<file path="config.mk">
export PLATFORM = sky130hd
export DESIGN_NAME = fetch_sequencer
export DESIGN_NICKNAME = d
export VERILOG_FILES = /design/src/rtl/fetch_pkg.sv /design/src/rtl/fetch_sequencer_pc_select.sv /design/src/rtl/fetch_sequencer.sv
export SDC_FILE = /design/constraint.sdc
export NUM_CORES = 1
export LEC_CHECK = 0
export ABC_AREA = 1
export CORE_ASPECT_RATIO = 1.1
export CORE_MARGIN = 1
export CORE_UTILIZATION = 51
export CTS_CLUSTER_SIZE = 40
export DETAILED_ROUTE_END_ITERATION = 6
export GPL_TIMING_DRIVEN = 0
export PLACE_DENSITY = 0.86
export SYNTH_ARGS = -nofsm -noshare
export SYNTH_HDL_FRONTEND = slang
export SYNTH_SLANG_ARGS = --single-unit
</file>
<file path="constraint.sdc">
create_clock -name clk -period 2.65 [get_ports clk]
set_clock_uncertainty 0.15 [all_clocks]
set_input_delay 0.3975 -clock clk [delete_from_list [all_inputs] [get_ports clk]]
set_output_delay 0.3975 -clock clk [all_outputs]
set_load 0.005 [all_outputs]
</file>
<file path="src/rtl/fetch_pkg.sv">
// Shared types and defaults for the instruction fetch sequencer.
package fetch_pkg;
  localparam logic [31:0] RESET_PC_DEF = 32'h0;
  localparam logic [31:0] PC_STEP_DEF  = 32'd1;

  typedef enum logic [1:0] {IDLE, REQ, HOLD, DRAIN} fetch_state_e;

  typedef struct packed {
    logic        branch;
    logic        jump;
    logic [31:0] br_target;
    logic [31:0] jmp_target;
  } redirect_t;
endpackage

</file>
<file path="src/rtl/fetch_sequencer_pc_select.sv">
// Next-PC priority mux: branch over jump over sequential step, else hold.
module pc_select
  import fetch_pkg::*;
#(
  parameter logic [31:0] PC_STEP = PC_STEP_DEF
) (
  input  redirect_t   redir,
  input  logic        step,
  input  logic [31:0] pc,
  output logic [31:0] pc_next,
  output logic        redirect
);
  assign redirect = redir.branch | redir.jump;

  always_comb begin
    pc_next = pc;
    if (redir.branch)    pc_next = redir.br_target;
    else if (redir.jump) pc_next = redir.jmp_target;
    else if (step)       pc_next = pc + PC_STEP;
  end
endmodule

</file>
<file path="src/rtl/fetch_sequencer.sv">
// Single-outstanding instruction fetch FSM with EX redirects and a decode handshake.
module fetch_sequencer
  import fetch_pkg::*;
#(
  parameter logic [31:0] RESET_PC = RESET_PC_DEF,
  parameter logic [31:0] PC_STEP  = PC_STEP_DEF
) (
  input  logic        clk,
  input  logic        reset,
  input  logic        EX_branch_flag,
  input  logic        EX_jump_flag,
  input  logic [31:0] EX_ALUout,
  input  logic [31:0] EX_jump_addr,
  output logic        imem_req,
  output logic [31:0] imem_addr,
  input  logic        imem_ack,
  input  logic [31:0] imem_rdata,
  output logic        IF_valid,
  input  logic        ID_ready,
  output logic [31:0] IF_IR,
  output logic [31:0] IF_PC,
  output logic [15:0] IF_redirect_cnt
);
  fetch_state_e state_q, state_d;
  logic [31:0]  pc_q, pc_next;
  logic         redirect, step, load_addr, capture;
  redirect_t    redir;

  assign redir = '{branch: EX_branch_flag, jump: EX_jump_flag,
                   br_target: EX_ALUout, jmp_target: EX_jump_addr};
  assign step  = (state_q == HOLD) && ID_ready;

  pc_select #(.PC_STEP(PC_STEP)) u_pc_select (
    .redir    (redir),
    .step     (step),
    .pc       (pc_q),
    .pc_next  (pc_next),
    .redirect (redirect)
  );

  always_comb begin
    state_d = state_q;
    case (state_q)
      IDLE:    state_d = REQ;
      REQ:     if (imem_ack)            state_d = redirect ? REQ : HOLD;
               else if (redirect)       state_d = DRAIN;
      HOLD:    if (redirect || ID_ready) state_d = REQ;
      DRAIN:   if (imem_ack)            state_d = REQ;
      default: state_d = IDLE;
    endcase
  end

  // A new address is launched on every entry into REQ except while an access
  // is still outstanding (REQ without ack keeps its address stable).
  assign load_addr = (state_d == REQ) && ((state_q != REQ) || imem_ack);
  assign capture   = (state_q == REQ) && imem_ack && !redirect;
  assign imem_req  = (state_q == REQ) || (state_q == DRAIN);
  assign IF_valid  = (state_q == HOLD);

  always_ff @(posedge clk or negedge reset) begin
    if (!reset) begin
      state_q         <= IDLE;
      pc_q            <= RESET_PC;
      imem_addr       <= RESET_PC;
      IF_IR           <= '0;
      IF_PC           <= '0;
      IF_redirect_cnt <= '0;
    end else begin
      state_q <= state_d;
      pc_q    <= pc_next;
      if (load_addr) imem_addr <= pc_next;
      if (capture) begin
        IF_IR <= imem_rdata;
        IF_PC <= imem_addr;
      end
      if (redirect && (IF_redirect_cnt != 16'hFFFF))
        IF_redirect_cnt <= IF_redirect_cnt + 16'd1;
    end
  end
endmodule

</file>
==> run_results.csv <==
group,metric,value,unit
status,status,"finished, final reports clean",
clock_tree,holdBufCountCts,1,
die,die_w,114.3,µm
grt,grt_max_degree,93,
grt,track_usage,0.2972,
synthesis,yosysWarnings,0,
clock_tree,clk_pin_slew,0.06,ns
detailed_routing,postRouteAntennaNets,0,
sta,hold_ws,0.2823,ns
clock_tree,cts_buffers,17,
die,dieArea,0.01435,mm²
detailed_routing,drt-total-wl,20430,µm
placed_design,gp_congestion,0.9841,
clock_tree,cts_resized,0,
detailed_routing,wire_per_inst,15.44,µm
synthesis,yosysUniqueCellTypes,36,
critical_path,max_stage_delay,0.53,ns
clock_tree,clkSinkCount,146,
grt,grt_pass1_vias,6819,
layout,n_antenna_cell,0,
sta,max_freq,451.8,MHz
clock_tree,htreeDepth,4,
die,core_area,0.01338,mm²
synthesis,syn_area,0.007074,mm²
synthesis,netlist_instances,892,
sta,tightest_slew,0.6785,ns
layout,regArea,0.003654,mm²
critical_path,end_kind,"primary output",
pwr,combPwrFrac,0.245,
layout,multi_input_area,0.002890,mm²
die,die_h,125.5,µm
layout,layout_commonest_cell,"nand2_1",
min_path,min_path_type,"in -> reg",
placed_design,portBuffers,213,
sta,slew_violations,0,
clock_tree,cts_buffer_depth,2,
placed_design,dp.cells,1290,
grt,antenna_found_initial,0,
layout,fillers,979,
job,max_cap_violations,0,
pwr,p_sw,2.032,mW
sta,finalCritPeriodShare,0.8353,
critical_path,worstSetupStartpointType,"flop",
clock_tree,cts_setup_buffers,0,
sta,rsz0062_at_grt,"false",
detailed_routing,vias_per_cell,5.134,
pwr,power_frac_seq,0.405,
die,initial_core_util,0.5288,
pwr,clkPwrFrac,0.350,
pwr,swShare,0.2769,
grt,grt_pass1_wl,33120,µm
synthesis,avgSynthCellArea,7.931,µm²
pwr,peakVddDrop,0.3552,mV
die,ioPinCount,216,
sta,max-slew-margin-rel,0.5477,
critical_path,cp.arrival,1.67,ns
placed_design,post-dp-hpwl,14960,µm
detailed_routing,dr.first_iter.drc_count,513,
layout,nNetsFinal,1230,
sta,finalHoldViolations,0,
critical_path,path_class,"reg -> out",
pwr,p_per_area,726.3,mW/mm²
synthesis,yosysSeqAreaShare,0.5164,
critical_path,required,2.10,ns
detailed_routing,drc,0,
critical_path,critPathSlowestCell,"clkdlybuf4s50_1",
critical_path,cp_max_fo,4,
synthesis,syn_nets,996,
critical_path,critPathBufInv,3,
detailed_routing,drt_pass1_iterations,5,
layout,final_cell_mix,"nand2_1 (345), clkdlybuf4s50_1 (212), dfrtp_1 (146), inv_1 (92), nand3_1 (87)",
critical_path,cp_cell_sequence,"inv_2, nand2_1, inv_1, clkdlybuf4s50_1",
layout,fin_util,0.7551,
critical_path,regToRegSetupSlack,0.49,ns
pwr,leakage,4.807,nW
critical_path,crit_family,"buffers and inverters",
layout,drive_gt1_frac,0.07024,
grt,grt.overflow.total,0,
detailed_routing,num_vias,6792,
layout,instances_no_fill,1323,
pwr,p_int,5.305,mW
clock_tree,root_buffer,"clkbuf_16",
clock_tree,cts_tree,"yes",
die,rows,44,
sta,period_minus_slack,2.214,ns
synthesis,yosys_register_bits,146,
layout,area_growth,42.80,%
clock_tree,insertion_delay,0.42,ns
sta,setup_violations,0,
## worst min-delay path: stages
cell	delay [ns]
buf_4	0.16
nand2_1	0.06
nand2_1	0.06
o21bai_1	0.12
## stage by stage
| stage | setup TNS [ns] | worst slack, ns | instance area (µm²) | power, mW |
|---|---|---|---|---|
| detailed placement | 0 | 0.2279 | 9465 | 4.798 |
| floorplan | 0 | 0.8867 | 7074 | 3.621 |
| global route | 0 | 0.3113 | 10100 | 7.686 |
| CTS | 0 | 0.4125 | 10100 | 7.385 |
| global placement | -681.67 | -4.680 | 9437 | 4.734 |
| finish | 0 | 0.4365 | 10100 | 7.337 |
## cell families after synthesis
logic type	after synthesis	share of synthesized area
compound gates	82	0.07588
simple gates	520	0.3118
buf+inv	128	0.07499
fa+ha+maj	2	0.003537
flops	146	0.5164
xor+xnor	14	0.01733
## cells in the mapped netlist
cell,count,area share
a21oi_1,9,0.0064
a31o_2,1,0.0012
a31oi_4,1,0.0030
buf_1,5,0.0027
buf_2,3,0.0021
buf_4,3,0.0032
buf_6,4,0.0064
clkbuf_1,18,0.0096
dfrtp_1,146,0.52
ha_1,2,0.0035
inv_1,92,0.049
inv_2,1,0.00053
inv_4,2,0.0018
nand2_1,345,0.18
nand2_2,1,0.00088
nand3_1,87,0.062
nand3_4,2,0.0050
nand3b_1,1,0.0011
nand4_1,11,0.0097
nand4_2,1,0.0018
nor2_1,47,0.025
nor2_2,4,0.0035
nor2_4,3,0.0048
nor2_8,1,0.0028
nor3_1,14,0.0099
nor3b_1,1,0.0011
o211ai_1,3,0.0032
o21a_1,1,0.0011
o21ai_0,35,0.025
o21ai_1,6,0.0042
o21ai_2,18,0.022
o21ai_4,1,0.0023
o21bai_1,7,0.0074
or2_2,2,0.0018
xnor2_1,5,0.0062
xor2_1,9,0.011
## path summary, 6_finish.rpt
kind                           startpoint             endpoint  cells past startpoint
max                            state_q[0]             IF_valid                      4
max in group asynchronous           reset  IF_redirect_cnt[14]                      3
min reg2reg                     IF_IR[21]            IF_IR[21]                      2
min                        EX_branch_flag             pc_q[23]                      4
max reg2reg                       pc_q[0]        imem_addr[20]                     10
min in group asynchronous           reset         imem_addr[6]                      2
## routing by layer
layer  share of wire  up-vias  GRT usage  routed length (µm)
met1            0.41     3214     0.3652                8326
met3           0.058       35    0.04944                1175
met2            0.51      256     0.5201               10480
met4           0.022        0     0.1131                 454
met5               0        -          0                   0
li1                -     3287          -                   -
## power groups by stage
stage | clock (mW) | combinational (mW) | sequential [mW]
after floorplan | 0 | 0.628 | 2.99
final | 2.57 | 1.80 | 2.97
after CTS | 2.60 | 1.82 | 2.97
after global routing | 2.69 | 1.97 | 3.03
after detailed placement | 0 | 1.80 | 3.00
after global placement | 0 | 1.74 | 2.99
## state kept, by name (all words and copies together), names as in the netlist
signal,flops
imem_addr,32
state_q,2
IF_PC,32
pc_q,32
IF_IR,32
IF_redirect_cnt,16
## cell type report
cell class | instances | area share
Inverter | 95 | 0.03579
Clock inverter | 12 | 0.01784
Clock buffer | 20 | 0.04422
Timing Repair Buffer | 215 | 0.2149
Buffer | 33 | 0.01672
Tap cell | 184 | 0.02279
Multi-Input combinational cell | 618 | 0.2861
Sequential cell | 146 | 0.3617
No activity file was read; power rests on OpenSTA's default activity.
